### config.mk
export PLATFORM = sky130hd
export DESIGN_NAME = bsg_wormhole_packet_deserializer_flat
export DESIGN_NICKNAME = d
export VERILOG_FILES = /design/src/rtl/bsg_wormhole_packet_deserializer_if.sv /design/src/rtl/bsg_wormhole_packet_deserializer.sv /design/src/flat_wrapper.sv
export SDC_FILE = /design/constraint.sdc
export NUM_CORES = 1
export LEC_CHECK = 0
export ABC_AREA = 1
export CAP_MARGIN = 15
export CORE_MARGIN = 2
export CORE_UTILIZATION = 23
export CTS_BUF_LIST = sky130_fd_sc_hd__clkbuf_4
export DETAILED_ROUTE_END_ITERATION = 6
export PLACE_DENSITY = 0.39
export SLEW_MARGIN = 40
export SYNTH_ARGS = -nofsm -noshare
export SYNTH_HDL_FRONTEND = slang
export SYNTH_SLANG_ARGS = --single-unit
### constraint.sdc
create_clock -name clk_i -period 3.6 [get_ports clk_i]
set_clock_uncertainty 0.15 [all_clocks]
set_input_delay 0.54 -clock clk_i [delete_from_list [all_inputs] [get_ports clk_i]]
set_output_delay 0.54 -clock clk_i [all_outputs]
set_load 0.005 [all_outputs]
### src/rtl/bsg_wormhole_packet_deserializer_if.sv
// rtl/bsg_wormhole_packet_deserializer_if.sv - link-side and packet-side handshake bundle
//
// Purpose: groups the flit input stream and the assembled-packet output of the
// wormhole packet deserializer.
// Signals:
//   link_data_i        flit_width_p    incoming flit
//   link_v_i           1               flit valid
//   link_ready_and_o   1               deserializer can accept a flit
//   packet_o           packet_width_p  assembled packet {payload, len, cord}
//   packet_v_o         1               packet valid
//   packet_ready_and_i 1               consumer ready
// Modports: slave = deserializer side, master = link driver / packet consumer side.
interface bsg_wormhole_packet_deserializer_if #(
    parameter int flit_width_p   = 8,
    parameter int packet_width_p = 23
);
    logic [flit_width_p-1:0]   link_data_i;
    logic                      link_v_i;
    logic                      link_ready_and_o;
    logic [packet_width_p-1:0] packet_o;
    logic                      packet_v_o;
    logic                      packet_ready_and_i;

    modport slave (
        input  link_data_i,
        input  link_v_i,
        input  packet_ready_and_i,
        output link_ready_and_o,
        output packet_o,
        output packet_v_o
    );

    modport master (
        output link_data_i,
        output link_v_i,
        output packet_ready_and_i,
        input  link_ready_and_o,
        input  packet_o,
        input  packet_v_o
    );
endinterface

### src/rtl/bsg_wormhole_packet_deserializer.sv
// rtl/bsg_wormhole_packet_deserializer.sv - reassembles wormhole link flits into one wide packet
//
// Purpose: accepts a header flit plus len body flits and presents the packet
// {payload, len, cord} (cord at the LSBs) on a valid/ready output.
// Ports:
//   clk_i      clock
//   reset_n_i  asynchronous active-low reset
//   link_if    slave modport: link_data_i/link_v_i/link_ready_and_o in,
//              packet_o/packet_v_o/packet_ready_and_i out
module bsg_wormhole_packet_deserializer #(
    parameter int  flit_width_p        = 8,
    parameter int  max_payload_width_p = 17,
    parameter int  cord_width_p        = 4,
    parameter int  len_width_p         = 2,
    localparam int packet_width_lp     = max_payload_width_p + len_width_p + cord_width_p,
    localparam int max_num_flits_lp    = (packet_width_lp + flit_width_p - 1) / flit_width_p
) (
    input  logic clk_i,
    input  logic reset_n_i,
    bsg_wormhole_packet_deserializer_if.slave link_if
);

    localparam int idx_width_lp = len_width_p + 1;

    typedef enum logic [1:0] {
        HEADER = 2'd0,
        BODY   = 2'd1,
        OUT    = 2'd2
    } state_e;

    state_e                     state_q, state_d;
    logic [len_width_p-1:0]     cnt_q, cnt_d;
    logic [len_width_p-1:0]     len_q, len_d;
    logic [packet_width_lp-1:0] pkt_q, pkt_d;

    logic [len_width_p-1:0]     hdr_len;
    logic [idx_width_lp-1:0]    wr_idx;
    logic                       wr_en;
    logic                       ready_raw;
    logic                       packet_v;

    assign hdr_len = link_if.link_data_i[cord_width_p +: len_width_p];

    always_comb begin
        state_d   = state_q;
        cnt_d     = cnt_q;
        len_d     = len_q;
        pkt_d     = pkt_q;
        wr_idx    = '0;
        wr_en     = 1'b0;
        ready_raw = 1'b0;
        packet_v  = 1'b0;

        unique case (state_q)
            HEADER: begin
                ready_raw = 1'b1;
                if (link_if.link_v_i) begin
                    // Clearing first guarantees short packets read zero above their last flit.
                    pkt_d   = '0;
                    wr_en   = 1'b1;
                    wr_idx  = '0;
                    cnt_d   = hdr_len;
                    len_d   = hdr_len;
                    state_d = (hdr_len == '0) ? OUT : BODY;
                end
            end
            BODY: begin
                ready_raw = 1'b1;
                if (link_if.link_v_i) begin
                    wr_en  = 1'b1;
                    // counter counts down from len, so this walks flit indices 1..len.
                    wr_idx = {1'b0, len_q} - {1'b0, cnt_q} + idx_width_lp'(1);
                    cnt_d  = cnt_q - len_width_p'(1);
                    if (cnt_q == len_width_p'(1)) begin
                        state_d = OUT;
                    end
                end
            end
            OUT: begin
                packet_v = 1'b1;
                if (link_if.packet_ready_and_i) begin
                    state_d = HEADER;
                end
            end
            default: begin
                state_d = HEADER;
            end
        endcase

        // Bit-wise write so flit bits past the packet width (and whole out-of-range
        // flits from an illegal len) simply fall away.
        if (wr_en) begin
            for (int k = 0; k < max_num_flits_lp; k++) begin
                if (wr_idx == idx_width_lp'(k)) begin
                    for (int b = 0; b < flit_width_p; b++) begin
                        if (k * flit_width_p + b < packet_width_lp) begin
                            pkt_d[k * flit_width_p + b] = link_if.link_data_i[b];
                        end
                    end
                end
            end
        end
    end

    always_ff @(posedge clk_i or negedge reset_n_i) begin
        if (!reset_n_i) begin
            state_q <= HEADER;
            cnt_q   <= '0;
            len_q   <= '0;
            pkt_q   <= '0;
        end else begin
            state_q <= state_d;
            cnt_q   <= cnt_d;
            len_q   <= len_d;
            pkt_q   <= pkt_d;
        end
    end

    // Ready is held low while reset is asserted so no flit is taken into a flushed packet.
    assign link_if.link_ready_and_o = ready_raw & reset_n_i;
    assign link_if.packet_v_o       = packet_v;
    assign link_if.packet_o         = pkt_q;

    len_legal_a: assert property (@(posedge clk_i) disable iff (!reset_n_i)
        (state_q == HEADER && link_if.link_v_i) |-> (int'(hdr_len) < max_num_flits_lp));

endmodule

### src/flat_wrapper.sv
// flat-port wrapper written by rule: the top's interface ports become plain ports
module bsg_wormhole_packet_deserializer_flat 
#(
    parameter int  flit_width_p        = 8,
    parameter int  max_payload_width_p = 17,
    parameter int  cord_width_p        = 4,
    parameter int  len_width_p         = 2,
    localparam int packet_width_lp     = max_payload_width_p + len_width_p + cord_width_p,
    localparam int max_num_flits_lp    = (packet_width_lp + flit_width_p - 1) / flit_width_p
)
  (clk_i, reset_n_i, link_if_link_data_i, link_if_link_v_i, link_if_packet_ready_and_i, link_if_link_ready_and_o, link_if_packet_o, link_if_packet_v_o);
  bsg_wormhole_packet_deserializer_if #(.flit_width_p(flit_width_p), .packet_width_p(23)) link_if_i ();
  input  logic clk_i;
  input  logic reset_n_i;
  input wire logic [$bits(link_if_i.link_data_i)-1:0] link_if_link_data_i;
  input wire logic [$bits(link_if_i.link_v_i)-1:0] link_if_link_v_i;
  input wire logic [$bits(link_if_i.packet_ready_and_i)-1:0] link_if_packet_ready_and_i;
  output wire logic [$bits(link_if_i.link_ready_and_o)-1:0] link_if_link_ready_and_o;
  output wire logic [$bits(link_if_i.packet_o)-1:0] link_if_packet_o;
  output wire logic [$bits(link_if_i.packet_v_o)-1:0] link_if_packet_v_o;
  assign link_if_i.link_data_i = link_if_link_data_i;
  assign link_if_i.link_v_i = link_if_link_v_i;
  assign link_if_i.packet_ready_and_i = link_if_packet_ready_and_i;
  assign link_if_link_ready_and_o = link_if_i.link_ready_and_o;
  assign link_if_packet_o = link_if_i.packet_o;
  assign link_if_packet_v_o = link_if_i.packet_v_o;
  bsg_wormhole_packet_deserializer #(.flit_width_p(flit_width_p), .max_payload_width_p(max_payload_width_p), .cord_width_p(cord_width_p), .len_width_p(len_width_p)) u_core (.clk_i(clk_i), .reset_n_i(reset_n_i), .link_if(link_if_i));
endmodule
* Word level (Yosys, flattened, before mapping)
Index checks and enable logic that the tools add are counted.
** Storage, ports and cells
- Output and inout port bits :: 25
- Input bits :: 12
- Bits in registers :: 29
** Cells by class
- $add $sub $neg :: 3
- Mux-type cells :: 21
- Equality and inequality tests :: 9
- Bitwise logic cells :: 1
- Reduce and logical (&&, ||, !) cells :: 8
** Operators by type and width (number)
- 2-to-1 mux 23 bit :: 3
- 2-to-1 mux 8 bit :: 2
- 2-to-1 mux 2 bit :: 7
- 2-to-1 mux 7 bit :: 1
- 2-to-1 mux 3 bit :: 2
- inequality test 2 bit, second input constant :: 3
- one-hot mux 2 bit (3 select lines) :: 1
- == test 2 x 1 -> 1 bit, second input constant :: 2
- logical NOT 2 bit :: 2
- 2-to-1 mux 1 bit :: 4
- one-hot mux 2 bit (2 select lines) :: 1
- AND reduction 4 bit :: 1
- adder 3 x 1 -> 3 bit, second input constant :: 1
- == test 3 x 1 -> 1 bit, second input constant :: 1
- == test 3 x 2 -> 1 bit, second input constant :: 1
- logical NOT 3 bit :: 1
- AND reduction 3 bit :: 1
- subtractor 2 x 2 -> 3 bit :: 1
- == test 2 bit, second input constant :: 1
- inequality test 2 x 1 -> 1 bit, second input constant :: 1
- AND reduction 2 bit :: 1
- nonzero test 2 bit :: 1
- OR reduction 2 bit :: 1
- subtractor 2 x 1 -> 2 bit, second input constant :: 1
- AND 1 bit :: 1

* Longest topological paths before layout
- Depth after elaboration :: 7
- Mapped depth :: 11

* Worst setup path after synthesis
No wires, ideal clock.
- Path type :: flip-flop to flip-flop
- Start :: register u_core.cnt_q[1]
- End :: register u_core.pkt_q[16], in the netlist u_core.link_if.packet_o[16]
- Library setup time :: 117 ps
- Cell stages (with the launch flop) :: 9
- Slack :: 1691 ps
- Arrival time :: 1642 ps
- Data required time :: 3333 ps
- Path through :: dfrtp_1 ha_1 inv_1 ha_1 nand2_2 nor3_4 nand2_2 nand2_1 nand2_1
** Between the ends
- Longest elaborated chain between the ends :: 7
** Ends and longest elaborated chain
- start, declared :: line bsg_wormhole_packet_deserializer.sv:32 : logic [len_width_p-1:0] cnt_q, cnt_d;
- start signal, assigned :: line bsg_wormhole_packet_deserializer.sv:113 : cnt_q <= cnt_d;
- subtractor 2 x 2 -> 3 bit :: line bsg_wormhole_packet_deserializer.sv:72 : wr_idx = {1'b0, len_q} - {1'b0, cnt_q} + idx_width_lp'(1);
- adder 3 x 1 -> 3 bit :: line bsg_wormhole_packet_deserializer.sv:72
- 2-to-1 mux 3 bit :: line bsg_wormhole_packet_deserializer.sv:69 : if (link_if.link_v_i) begin
- 2-to-1 mux 3 bit
- == test 3 x 2 -> 1 bit :: line bsg_wormhole_packet_deserializer.sv:94 : if (wr_idx == idx_width_lp'(k)) begin
- 2-to-1 mux 7 bit :: line bsg_wormhole_packet_deserializer.sv:94
- 2-to-1 mux 23 bit :: line bsg_wormhole_packet_deserializer.sv:92 : if (wr_en) begin
- net u_core.pkt_d[16] :: line bsg_wormhole_packet_deserializer.sv:34 : logic [packet_width_lp-1:0] pkt_q, pkt_d;
- end signal, assigned :: line bsg_wormhole_packet_deserializer.sv:115 : pkt_q <= pkt_d;
- end, declared :: line bsg_wormhole_packet_deserializer.sv:34
The timed path passes the listed nets, and every way through them passes these cells.
A chain may end at the register's enable or synchronous reset.

* Worst setup path in the final report
- Start :: input port reset_n_i
- End :: output port link_if_link_ready_and_o
** Between the ends
- Longest elaborated chain between the ends :: 1
** Ends and longest elaborated chain
- start, declared :: line flat_wrapper.sv:14 : input logic reset_n_i;
- AND 1 bit :: line bsg_wormhole_packet_deserializer.sv:120 : assign link_if.link_ready_and_o = ready_raw & reset_n_i;
- end, declared :: line flat_wrapper.sv:18 : output wire logic [$bits(link_if_i.link_ready_and_o)-1:0] link_if_link_ready_and_o;
No other way between the ends.

==> out/qor.log <==
qor: global_routing.busiest_layer met2
qor: finish.layout-drive-gt1-share 0.102
qor: drt.dr.first_iter.drc_count 87
qor: finish.n_fill_cell 758
qor: floorplan.initial_core_util 0.234
qor: global_routing.grt_remaining_overflow 0
qor: yosys.synthesized_area_per_cell 7.64 um^2
qor: yosys.synth.lib_cells_used.distinct 17
qor: clock_tree.cts_resized 0
qor: sta.setup_ws 1280 ps
qor: sta.worstMarginPinSlew 475 ps
qor: global_routing.antenna_found_initial 0
qor: drt.route.detailed.wl_per_inst 12.0 um
qor: yosys.yosys.area.top_type_share 0.463
qor: placed_design.preCtsSetupSlack 1290 ps
qor: sta.timing.final.crit_share 0.644
qor: placed_design.port-buffer-count 36
qor: drt.viasPerCell 4.07
qor: pwr.power-per-cell-area 755 nW/um^2
qor: pwr.ir_worst_vdd 221 uV
qor: yosys.synthTopCellsByArea dfrtp_1 (46%), nand2_1 (13%), nor2_1 (7.9%)
qor: global_routing.grt_start_max_net_pins 30
qor: placed_design.dpl.hpwl 2830 um
qor: pwr.static_leak 1.02 nW
qor: yosys.area_of_the_mapped_netlist 1570 um^2
qor: finish.fin_area 2050 um^2
qor: pwr.fin_total_pwr 1.55 mW
qor: clock_tree.cts.hold.buffers_added 0
qor: sta.timing.final.max_slew_violations 0
qor: run.maxCapViolCount 0
qor: clock_tree.root_buffer clkbuf_4
qor: floorplan.die_w 86.5 um
qor: sta.fmax 431 MHz
qor: clock_tree.clkLatencyLatePin 320 ps
qor: floorplan.design.core.area 6680 um^2
qor: placed_design.placedInstanceArea 2000 um^2
qor: sta.timing.setup.tns 0 ps
qor: sta.setup_viol_count_final 0
qor: finish.num_antenna_cells 0
qor: finish.area_used_by_multi_input_combinational_logic 676 um^2
qor: drt.drt_pass1_iterations 4
qor: global_routing.grt.met1_usage 0.159
qor: clock_tree.cts_inserted_buffers 5
qor: floorplan.chipHeight 86.5 um
qor: critical_path.required 2910 ps
qor: finish.num-nets-final 262
qor: global_routing.wire_length_of_the_first_global_routing_pass 6660 um
qor: hold_path.hold_path.class reg -> reg
qor: global_routing.gr-usage-all-layers 0.116
qor: yosys.yosysWarnings 0
qor: critical_path.worst-path-max-fanout 2
qor: clock_tree.cts.clk_slew.worst_paths 90 ps
qor: clock_tree.cts_tree yes
qor: drt.post-route-drc-count 0
qor: yosys.number_of_synthesized_register_bits 29
qor: yosys.synth.net_count 221
qor: floorplan.ios 37
qor: global_routing.groute.layer.met2.usage 0.177
qor: critical_path.critical-path-slowest-cell clkdlybuf4s50_1
qor: sta.finalHoldViolCount 0
qor: drt.via_count 1328
qor: placed_design.gp_congestion 0.726
qor: finish.layout_common_cells nand2_1 (55), clkdlybuf4s50_1 (36), nor2_1 (33)
qor: yosys.synthCells 205
qor: critical_path.worst_ep_arrival_time 1630 ps
qor: clock_tree.post_cts.repair.setup_buffers 0
qor: critical_path.critical-path-max-stage-delay 500 ps
qor: critical_path.critical_path.cell_chain clkdlybuf4s50_1 -> inv_1 -> nor2_1 -> clkdlybuf4s50_1
qor: finish.layout.cells.most_common nand2_1
qor: global_routing.first_global_vias 1362
qor: yosys.yosysTopAreaCell dfrtp_1
qor: critical_path.critical_path.most_common_cell clkdlybuf4s50_1
qor: sta.rsz0062_at_grt false
qor: finish.seqCellArea 726 um^2
qor: finish.fin_util 0.307
qor: critical_path.startpoint_type primary input
qor: global_routing.use_met3 0.0305
qor: drt.detailed_route_wl 3920 um
qor: sta.worst_slew_margin_rel 0.683
qor: clock_tree.ctsLongestPathBuffers 2
qor: sta.period_needed 2320 ps
qor: clock_tree.clkSinkCount 29
qor: drt.ant_nets 0
qor: finish.areaGrowthSynthToFinish 30.8%
qor: critical_path.critPathKind in -> out
qor: yosys.yosysSeqAreaShare 0.463
qor: floorplan.fp.dieArea 7490 um^2
qor: clock_tree.cts-htree-levels 2
qor: critical_path.cp-end-kind primary output
qor: status.outcome complete, no violations
qor: floorplan.rows 30
## final cells by class
type | count | share of cell area
flip-flops and latches | 29 | 0.354
multi-input cells | 138 | 0.330
repair buffers | 37 | 0.179
inverters | 35 | 0.0641
well taps | 80 | 0.0488
clock buffers | 6 | 0.0220
clock inverters | 1 | 0.00183
## worst max-delay path, delay by kind of cell
kind	cells	cell delay (ps)
and+or+nand+nor	1	70
buffers and inverters	3	1010
## power by group
group / switching [mW] / internal (mW) / leakage [nW]
logic: 0.435 / 0.376 / 0.612
clock network: 0.114 / 0.0784 / 0.0292
registers: 0.0848 / 0.461 / 0.380
## Yosys cell counts
| master | count |
|---|---|
| inv_2 | 4 |
| a21oi_1 | 2 |
| nand2_4 | 4 |
| nor2_2 | 1 |
| nor3_1 | 3 |
| nor2_4 | 1 |
| nand3_1 | 23 |
| nand2_2 | 5 |
| o21ai_0 | 4 |
| dfrtp_1 | 29 |
| nor2_1 | 33 |
| nor3_4 | 2 |
| buf_6 | 3 |
| o21ai_2 | 1 |
| nand2_1 | 55 |
| inv_1 | 31 |
| ha_1 | 4 |
## state kept, by name, indices dropped and copies added, names as in the netlist
signal and count:
u_core.state_q 2, u_core.len_q 2, u_core.link_if.packet_o 23, u_core.cnt_q 2
## through the flow
| stage | std cells | hold slack, ps |
|---|---|---|
| finish | 326 | 365 |
| floorplan | 205 | 94.4 |
| global placement | 319 | 342 |
| global route | 326 | 409 |
| detailed placement | 319 | 346 |
| CTS | 326 | 369 |
## layer usage
layer / vias to the layer above / wire length [um] / share of wire
met2: 34 / 1750 / 0.45
met3: 7 / 176 / 0.045
met5: - / 0 / 0
li1: 705 / - / -
met4: 0 / 63 / 0.016
met1: 582 / 1940 / 0.49
## path summary, 6_finish.rpt
kind                            startpoint                           to  slack [ps]  cells past startpoint
min in group asynchronous        reset_n_i            u_core.state_q[1]         480                      2
min reg2reg                u_core.len_q[0]              u_core.len_q[0]         360                      2
min                        u_core.len_q[0]              u_core.len_q[0]         360                      2
max                              reset_n_i     link_if_link_ready_and_o        1280                      4
max in group asynchronous        reset_n_i   u_core.link_if.packet_o[7]        2530                      2
max reg2reg                u_core.cnt_q[1]  u_core.link_if.packet_o[20]        1490                      8
## cells by family after synthesis
group           share of synthesized area
flops                               0.463
compound gates                     0.0248
simple gates                        0.375
fa+ha+maj                          0.0320
buf+inv                             0.105
(Power assumes the default switching activity.)
